==> src/rtl/dlx_regfile_wr_pkg.sv <==
// Shared constants and small decode helpers for the DLX register file write side.
package dlx_regfile_wr_pkg;

  localparam int REG_ADDR_W = 5;
  localparam int NUM_REGS   = 32;
  localparam int DATA_W     = 32;

  localparam logic [REG_ADDR_W-1:0] REG_ZERO = 5'd0;

  function automatic logic [3:0] dec2_4(input logic [1:0] a);
    dec2_4 = 4'b0001 << a;
  endfunction

  function automatic logic [7:0] dec3_8(input logic [2:0] a);
    dec3_8 = 8'b0000_0001 << a;
  endfunction

endpackage

==> src/rtl/dlx_regfile_wr_if.sv <==
// Writeback and read-port bundle between the pipeline and the register file.
interface dlx_regfile_wr_if import dlx_regfile_wr_pkg::*; #(
  parameter int WIDTH = DATA_W,
  parameter int NREG  = NUM_REGS
) ();

  logic                  wr_en;
  logic [REG_ADDR_W-1:0] wr_addr;
  logic [WIDTH-1:0]      wr_data;
  logic [REG_ADDR_W-1:0] rd_addr_a;
  logic [REG_ADDR_W-1:0] rd_addr_b;
  logic [WIDTH-1:0]      rd_data_a;
  logic [WIDTH-1:0]      rd_data_b;
  logic [NREG-1:0]       wr_onehot;

  modport master (
    output wr_en, wr_addr, wr_data, rd_addr_a, rd_addr_b,
    input  rd_data_a, rd_data_b, wr_onehot
  );

  modport slave (
    input  wr_en, wr_addr, wr_data, rd_addr_a, rd_addr_b,
    output rd_data_a, rd_data_b, wr_onehot
  );

endinterface

==> src/rtl/dlx_regfile_wr_decoder5_32.sv <==
// 5-to-32 write-enable decoder: a 3-to-8 on addr[4:2] ANDed with an en-gated 2-to-4 on addr[1:0].
// Purely combinational; row 0 is forced low so R0 can never be written.
module decoder5_32 import dlx_regfile_wr_pkg::*; (
  input  logic                  en,
  input  logic [REG_ADDR_W-1:0] addr,
  output logic [NUM_REGS-1:0]   onehot
);

  logic [3:0] lo;
  logic [7:0] hi;

  assign lo = dec2_4(addr[1:0]) & {4{en}};
  assign hi = dec3_8(addr[4:2]);

  for (genvar i = 0; i < NUM_REGS; i++) begin : g_row
    if (i == 0) begin : g_zero
      assign onehot[i] = 1'b0;
    end else begin : g_dec
      assign onehot[i] = hi[i / 4] & lo[i % 4];
    end
  end

endmodule

==> src/rtl/dlx_regfile_wr_mux.sv <==
// Gate-level single-bit muxes used by the register file read path.
// mux32_1 is a five-level tree of mux2_1 cells, select bit 0 at the leaves.
module mux2_1 (
  input  logic a,
  input  logic b,
  input  logic sel,
  output logic y
);

  assign y = (a & ~sel) | (b & sel);

endmodule

module mux32_1 (
  input  logic [31:0] d,
  input  logic [4:0]  sel,
  output logic        y
);

  logic [15:0] l1;
  logic [7:0]  l2;
  logic [3:0]  l3;
  logic [1:0]  l4;

  for (genvar i = 0; i < 16; i++) begin : g_l1
    mux2_1 u_m (.a(d[2*i]), .b(d[2*i+1]), .sel(sel[0]), .y(l1[i]));
  end
  for (genvar i = 0; i < 8; i++) begin : g_l2
    mux2_1 u_m (.a(l1[2*i]), .b(l1[2*i+1]), .sel(sel[1]), .y(l2[i]));
  end
  for (genvar i = 0; i < 4; i++) begin : g_l3
    mux2_1 u_m (.a(l2[2*i]), .b(l2[2*i+1]), .sel(sel[2]), .y(l3[i]));
  end
  for (genvar i = 0; i < 2; i++) begin : g_l4
    mux2_1 u_m (.a(l3[2*i]), .b(l3[2*i+1]), .sel(sel[3]), .y(l4[i]));
  end
  mux2_1 u_root (.a(l4[0]), .b(l4[1]), .sel(sel[4]), .y(y));

endmodule

==> src/rtl/dlx_regfile_wr.sv <==
// DLX 32x32 register file write side with two combinational read ports and write-through bypass.
// Writes land on the rising edge; reads and bypass are zero-latency; no handshake.
module dlx_regfile_wr import dlx_regfile_wr_pkg::*; #(
  parameter int WIDTH = DATA_W,
  parameter int NREG  = NUM_REGS
) (
  input  logic             clk,
  input  logic             reset,
  dlx_regfile_wr_if.slave  bus
);

  logic [NREG-1:0]  onehot;
  logic [NREG-1:0]  col [WIDTH];
  logic [WIDTH-1:0] base_a;
  logic [WIDTH-1:0] base_b;
  logic             hit_a;
  logic             hit_b;

  decoder5_32 u_dec (
    .en     (bus.wr_en),
    .addr   (bus.wr_addr),
    .onehot (onehot)
  );

  assign bus.wr_onehot = onehot;

  // R0 has no storage; its mux input is hardwired to zero.
  for (genvar b = 0; b < WIDTH; b++) begin : g_r0
    assign col[b][0] = 1'b0;
  end

  for (genvar i = 1; i < NREG; i++) begin : g_row
    logic [WIDTH-1:0] q;

    always_ff @(posedge clk or posedge reset) begin
      if (reset) begin
        q <= '0;
      end else if (onehot[i]) begin
        q <= bus.wr_data;
      end
    end

    for (genvar b = 0; b < WIDTH; b++) begin : g_bit
      assign col[b][i] = q[b];
    end
  end

  assign hit_a = bus.wr_en & (bus.wr_addr == bus.rd_addr_a) & (bus.rd_addr_a != REG_ZERO);
  assign hit_b = bus.wr_en & (bus.wr_addr == bus.rd_addr_b) & (bus.rd_addr_b != REG_ZERO);

  for (genvar b = 0; b < WIDTH; b++) begin : g_rd
    mux32_1 u_mux_a (.d(col[b]), .sel(bus.rd_addr_a), .y(base_a[b]));
    mux32_1 u_mux_b (.d(col[b]), .sel(bus.rd_addr_b), .y(base_b[b]));

    mux2_1 u_byp_a (.a(base_a[b]), .b(bus.wr_data[b]), .sel(hit_a), .y(bus.rd_data_a[b]));
    mux2_1 u_byp_b (.a(base_b[b]), .b(bus.wr_data[b]), .sel(hit_b), .y(bus.rd_data_b[b]));
  end

endmodule
==> src/flat_wrapper.sv <==
// flat-port wrapper written by rule: the top's interface ports become plain ports
module dlx_regfile_wr_flat import dlx_regfile_wr_pkg::*;
#(
  parameter int WIDTH = DATA_W,
  parameter int NREG  = NUM_REGS
)
  (clk, reset, bus_wr_en, bus_wr_addr, bus_wr_data, bus_rd_addr_a, bus_rd_addr_b, bus_rd_data_a, bus_rd_data_b, bus_wr_onehot);
  dlx_regfile_wr_if #(.WIDTH(WIDTH), .NREG(NREG)) bus_i ();
  input  logic clk;
  input  logic reset;
  input wire logic [$bits(bus_i.wr_en)-1:0] bus_wr_en;
  input wire logic [$bits(bus_i.wr_addr)-1:0] bus_wr_addr;
  input wire logic [$bits(bus_i.wr_data)-1:0] bus_wr_data;
  input wire logic [$bits(bus_i.rd_addr_a)-1:0] bus_rd_addr_a;
  input wire logic [$bits(bus_i.rd_addr_b)-1:0] bus_rd_addr_b;
  output wire logic [$bits(bus_i.rd_data_a)-1:0] bus_rd_data_a;
  output wire logic [$bits(bus_i.rd_data_b)-1:0] bus_rd_data_b;
  output wire logic [$bits(bus_i.wr_onehot)-1:0] bus_wr_onehot;
  assign bus_i.wr_en = bus_wr_en;
  assign bus_i.wr_addr = bus_wr_addr;
  assign bus_i.wr_data = bus_wr_data;
  assign bus_i.rd_addr_a = bus_rd_addr_a;
  assign bus_i.rd_addr_b = bus_rd_addr_b;
  assign bus_rd_data_a = bus_i.rd_data_a;
  assign bus_rd_data_b = bus_i.rd_data_b;
  assign bus_wr_onehot = bus_i.wr_onehot;
  dlx_regfile_wr #(.WIDTH(WIDTH), .NREG(NREG)) u_core (.clk(clk), .reset(reset), .bus(bus_i));
endmodule
==> config.mk <==
export PLATFORM = sky130hd
export DESIGN_NAME = dlx_regfile_wr_flat
export DESIGN_NICKNAME = d
export VERILOG_FILES = /design/src/rtl/dlx_regfile_wr_pkg.sv /design/src/rtl/dlx_regfile_wr_if.sv /design/src/rtl/dlx_regfile_wr_decoder5_32.sv /design/src/rtl/dlx_regfile_wr_mux.sv /design/src/rtl/dlx_regfile_wr.sv /design/src/flat_wrapper.sv
export SDC_FILE = /design/constraint.sdc
export NUM_CORES = 2
export LEC_CHECK = 0
export ABC_AREA = 1
export CAP_MARGIN = 20
export CORE_UTILIZATION = 41
export DETAILED_ROUTE_END_ITERATION = 12
export SLEW_MARGIN = 20
export SYNTH_ARGS = -nofsm -noshare
export SYNTH_HDL_FRONTEND = slang
export SYNTH_SLANG_ARGS = --single-unit
==> constraint.sdc <==
create_clock -name clk -period 87.7 [get_ports clk]
set_input_delay 17.54 -clock clk [delete_from_list [all_inputs] [get_ports clk]]
set_output_delay 17.54 -clock clk [all_outputs]
set_load 0.05 [all_outputs]
After elaboration in Yosys (flattened, before gate mapping)
Cells that the tools add are included.
{"block": "word_totals", "regBits": 992, "input_bits": 50}
{"block": "op_classes", "n_shift": 2, "n_reduce_logical": 2, "bitwise": 6064, "n_eq_ne": 2}
{"op": "$and A1 B1 Y1", "n": 4067}
{"op": "$or A1 B1 Y1", "n": 1984}
{"op": "$not A1 Y1", "n": 12}
{"op": "$eq A5 B5 Y1", "n": 2}
{"op": "$reduce_bool A5 Y1", "n": 2}
{"op": "$shl A1 B3 Y8 const A", "n": 1}
{"op": "$and A4 B4 Y4", "n": 1}
{"op": "$shl A1 B2 Y4 const A", "n": 1}

Depth between registers and ports, before layout
{"block": "logic_depth", "ltp_word": 13, "mapped_depth": 13}

Least setup slack after synthesis
Ideal clock, no wire load.
{"block": "synth_path", "path_type": "input to output", "from": "in bus_rd_addr_a[2]", "to": "out bus_rd_data_a[11]", "t_arrival_ns": 18.773, "n_path_buf": 4, "cell_stages": 10, "path_slack_ns": 51.387, "path_cell_list": "buf_2 > clkinv_1 > buf_2 > buf_1 > nand3_1 > nand3_1 > nand3_1 > nand3_1 > nand2_1 > buf_4"}
{"block": "synth_via", "elab_chain_cells": 9}
{"element": "start: declaration", "line_no": "flat_wrapper.sv:14", "source": "input wire logic [$bits(bus_i.rd_addr_a)-1:0] bus_rd_addr_a;"}
{"element": "$not A1 Y1", "line_no": "dlx_regfile_wr_mux.sv:10", "source": "assign y = (a & ~sel) | (b & sel);"}
{"element": "$and A1 B1 Y1", "line_no": "dlx_regfile_wr_mux.sv:10"}
{"element": "$or A1 B1 Y1", "line_no": "dlx_regfile_wr_mux.sv:10"}
{"element": "$and A1 B1 Y1", "line_no": "dlx_regfile_wr_mux.sv:10"}
{"element": "$or A1 B1 Y1", "line_no": "dlx_regfile_wr_mux.sv:10"}
{"element": "$and A1 B1 Y1", "line_no": "dlx_regfile_wr_mux.sv:10"}
{"element": "$or A1 B1 Y1", "line_no": "dlx_regfile_wr_mux.sv:10"}
{"element": "$and A1 B1 Y1", "line_no": "dlx_regfile_wr_mux.sv:10"}
{"element": "$or A1 B1 Y1 (*)", "line_no": "dlx_regfile_wr_mux.sv:10"}
{"element": "end: declaration", "line_no": "flat_wrapper.sv:16", "source": "output wire logic [$bits(bus_i.rd_data_a)-1:0] bus_rd_data_a;"}
Every way passes the cells marked *; elsewhere a longest branch is shown, timed or not.

Final worst setup path
{"block": "layout_path", "from": "in bus_rd_addr_b[0]", "to": "out bus_rd_data_b[30]"}
{"block": "layout_via", "elab_chain_cells": 13}
{"element": "start: declaration", "line_no": "flat_wrapper.sv:15", "source": "input wire logic [$bits(bus_i.rd_addr_b)-1:0] bus_rd_addr_b;"}
{"element": "$not A1 Y1"}
{"element": "$and A1 B1 Y1", "line_no": "dlx_regfile_wr_mux.sv:10"}
{"element": "$or A1 B1 Y1", "line_no": "dlx_regfile_wr_mux.sv:10"}
{"element": "$and A1 B1 Y1", "line_no": "dlx_regfile_wr_mux.sv:10"}
{"element": "$or A1 B1 Y1", "line_no": "dlx_regfile_wr_mux.sv:10"}
{"element": "$and A1 B1 Y1", "line_no": "dlx_regfile_wr_mux.sv:10"}
{"element": "$or A1 B1 Y1", "line_no": "dlx_regfile_wr_mux.sv:10"}
{"element": "$and A1 B1 Y1", "line_no": "dlx_regfile_wr_mux.sv:10"}
{"element": "$or A1 B1 Y1", "line_no": "dlx_regfile_wr_mux.sv:10"}
{"element": "$and A1 B1 Y1", "line_no": "dlx_regfile_wr_mux.sv:10"}
{"element": "$or A1 B1 Y1", "line_no": "dlx_regfile_wr_mux.sv:10"}
{"element": "$and A1 B1 Y1", "line_no": "dlx_regfile_wr_mux.sv:10"}
{"element": "$or A1 B1 Y1 (*)", "line_no": "dlx_regfile_wr_mux.sv:10"}
{"element": "end: declaration", "line_no": "flat_wrapper.sv:17", "source": "output wire logic [$bits(bus_i.rd_data_b)-1:0] bus_rd_data_b;"}
Marks and branches as above.

==> metrics.txt <==
Worst Path Required=70.16 ns; FF-to-FF path depth=2; Setup TNS=0 ns; Synth Area in XOR/XNOR=0.0586%; final hold violation count=0; Peak supply drop=0.0202 mV; Tightest Pin Transition=1.19 ns; Num CTS Buffers=116; CP max FO=106; first-pass GRT wire length=362 mm; hpwl dp=128 mm; DRT iter0 DRCs=9017; status=finished, final reports clean; RSZ-0062 raised after global routing=false; die height=384 µm; overall power=0.00147 W; post-synth top area share=41.5%; Filler Cell Count=14599; Max stage delay on crit path=0.91 ns; Post-CTS Resized=0; Hold Path Stages=2; cell taking the most area after synthesis=dfrtp_1; Synth Warn #=0; PortBufs=144; leakage power=30.7 nW; placed cell count=10359; Initial Util=41.5%; CP endpoint kind=output port; fin. max-slew vios=0; Die X=384 µm; clk sink count=992; hold_buf cts=0; Register Area=0.0248 mm²; Rows=139; Placeable Area=0.144 mm²; initial antenna violation count=7; largest registers=u_core.g_row.q x992; die outline area=0.147 mm²; cell family with most CP delay=buffers and inverters; grt ovf=0; mux share of post-synthesis cell area=0%; post-synth cell types=26; PD cells=22.8 mW/mm²; Hold Path Class=flop to flop; Clk Latency, worst-skew pair=0.75 ns; fraction of layout instances using a drive strength above 1=5.05%; cell depth of the worst setup path=13; Largest Register=u_core.g_row.q; deepest clock path buffer count=3; critical path class=primary input to output port; Vias=60255; post-layout util=44.8%; synth top area cells=dfrtp_1 (42%), nand2_1 (21%), nand3_1 (15%); largest family of logic cells by synthesized area=simple AND/OR/NAND/NOR gates; Synth Instances=8977; Max-Slew Margin vs Limit=20.9%; fin cells=10574; final setup vio count=0; Seq cells post-synth=992; Synth-to-Final Area Change=8.08%; CTS H-tree lvls=3; commonest non-fill, non-tap cells in the layout=nand2_1 (3298), nand3_1 (1792), dfrtp_1 (992); Adder-Cell Fraction of Synth Area=0%; synthesized area=0.0598 mm²; routed wire length=243 mm; vias in the first global route=55823; max cap viols=0; slowest cell on the critical path=buf_4; worst path bufs/invs=5; DRC=0; crit path time final=40.28 ns; FMAX=24.8 MHz; sequential area share after synthesis=41.5%; crit-path cells=buf_8, buf_4, buf_4, buf_4, nand2_1, nand3_1, nand2_1, nand2_1, nand3_1, nand3_1, nand3_1, nand2_1, clkdlybuf4s50_1; Via density=5.70; crit share post-route=45.9%; GRT Total Usage=32.4%; largest net degree at the start of global routing=207; Final GP Congestion=0.870; max FFs per register=992; router iterations before antenna repair=8; syn nets=9027; multi-input combinational cell area=0.0274 mm²; CTS tree=yes; compound-gate portion of the synthesized area=8.52%; DRT antenna net count=0; crit start category=primary input; # Post-CTS Setup Buffers=0; Root Buffer=clkbuf_16; skew final=0 ns; wire per inst=22.9 µm; Ports=146; Avg Inst Size Synth=6.66 µm²; Layout Nets=8624; clk slew on worst S/H paths=0.05 ns; CP arrival=22.74 ns; most common cell after layout, fill and taps aside=nand2_1; simple-gate share of the synthesized area=37.0%
==> final timing paths <==
| path | slack, ns | from | end |
|---|---|---|---|
| min reg2reg | 0.51 | u_core.g_row[1].q[7] | u_core.g_row[1].q[7] |
| max | 47.42 | bus_rd_addr_b[0] | bus_rd_data_b[30] |
| min | 0.51 | u_core.g_row[1].q[7] | u_core.g_row[1].q[7] |
| min in group asynchronous | 17.33 | reset | u_core.g_row[16].q[23] |
| max in group asynchronous | 67.27 | reset | u_core.g_row[30].q[10] |
| max reg2reg | 86.96 | u_core.g_row[4].q[16] | u_core.g_row[4].q[16] |
==> logic make-up (layout without fill, tap and decap cells) <==
family,after synthesis,count (layout)
flip-flops,992,992
other,1,3
buffers and inverters,1713,1405
AO/OA/AOI/OAI,1000,1000
XOR/XNOR,4,4
AND/OR/NAND/NOR,5267,5267
==> Yosys cell counts (all sizes together) <==
cell and n:
o21ai 994, clkbuf 227, nand2 3300, conb 1
nand3 1793, xor2 4, o22ai 6, buf 587
clkinv 2, dfrtp 992, nor3 15, nor2 159
inv 897
==> layer usage <==
layer / wire length, µm / GRT usage (%) / share of wire [%]
met5: 26 / 0 / 0.011
met4: 11300 / 14.7 / 4.7
met3: 28500 / 6.92 / 12
met2: 104000 / 49.2 / 43
met1: 98600 / 44.2 / 41
==> worst min-delay path, cell delays in order, from the launching register on <==
cell and delay [ns]:
dfrtp_1 0.36, nand2_1 0.06, o21ai_0 0.06
==> where the power goes <==
part           total, W  internal (W)  switching (W)  leakage [nW]
Sequential     0.000596      0.000561      0.0000345          11.5
Combinational  0.000371      0.000114       0.000257          17.2
Clock          0.000505      0.000297       0.000208          1.95
Total           0.00147      0.000971       0.000500          30.7
==> cell type report <==
cell class                 count  area share, %
sequential                   992           38.4
timing repair buffer         293           4.04
multi-input combinational   6272           42.4
tap                         1903           3.69
antenna                        2        0.00775
clock buffer                 178           5.48
clock inverter                35          0.606
inverter                     899           5.33
==> through the flow <==
step | hold WS, ns | setup WS, ns | instance area, µm²
finish | 0.508 | 47.42 | 64600
detailed placement | 0.495 | 47.61 | 60700
CTS | 0.509 | 47.58 | 64600
global route | 0.527 | 47.23 | 64600
global placement | 0.489 | 47.56 | 60700
floorplan | 0.474 | 42.25 | 59800
Power figures use the tool's default switching activity.
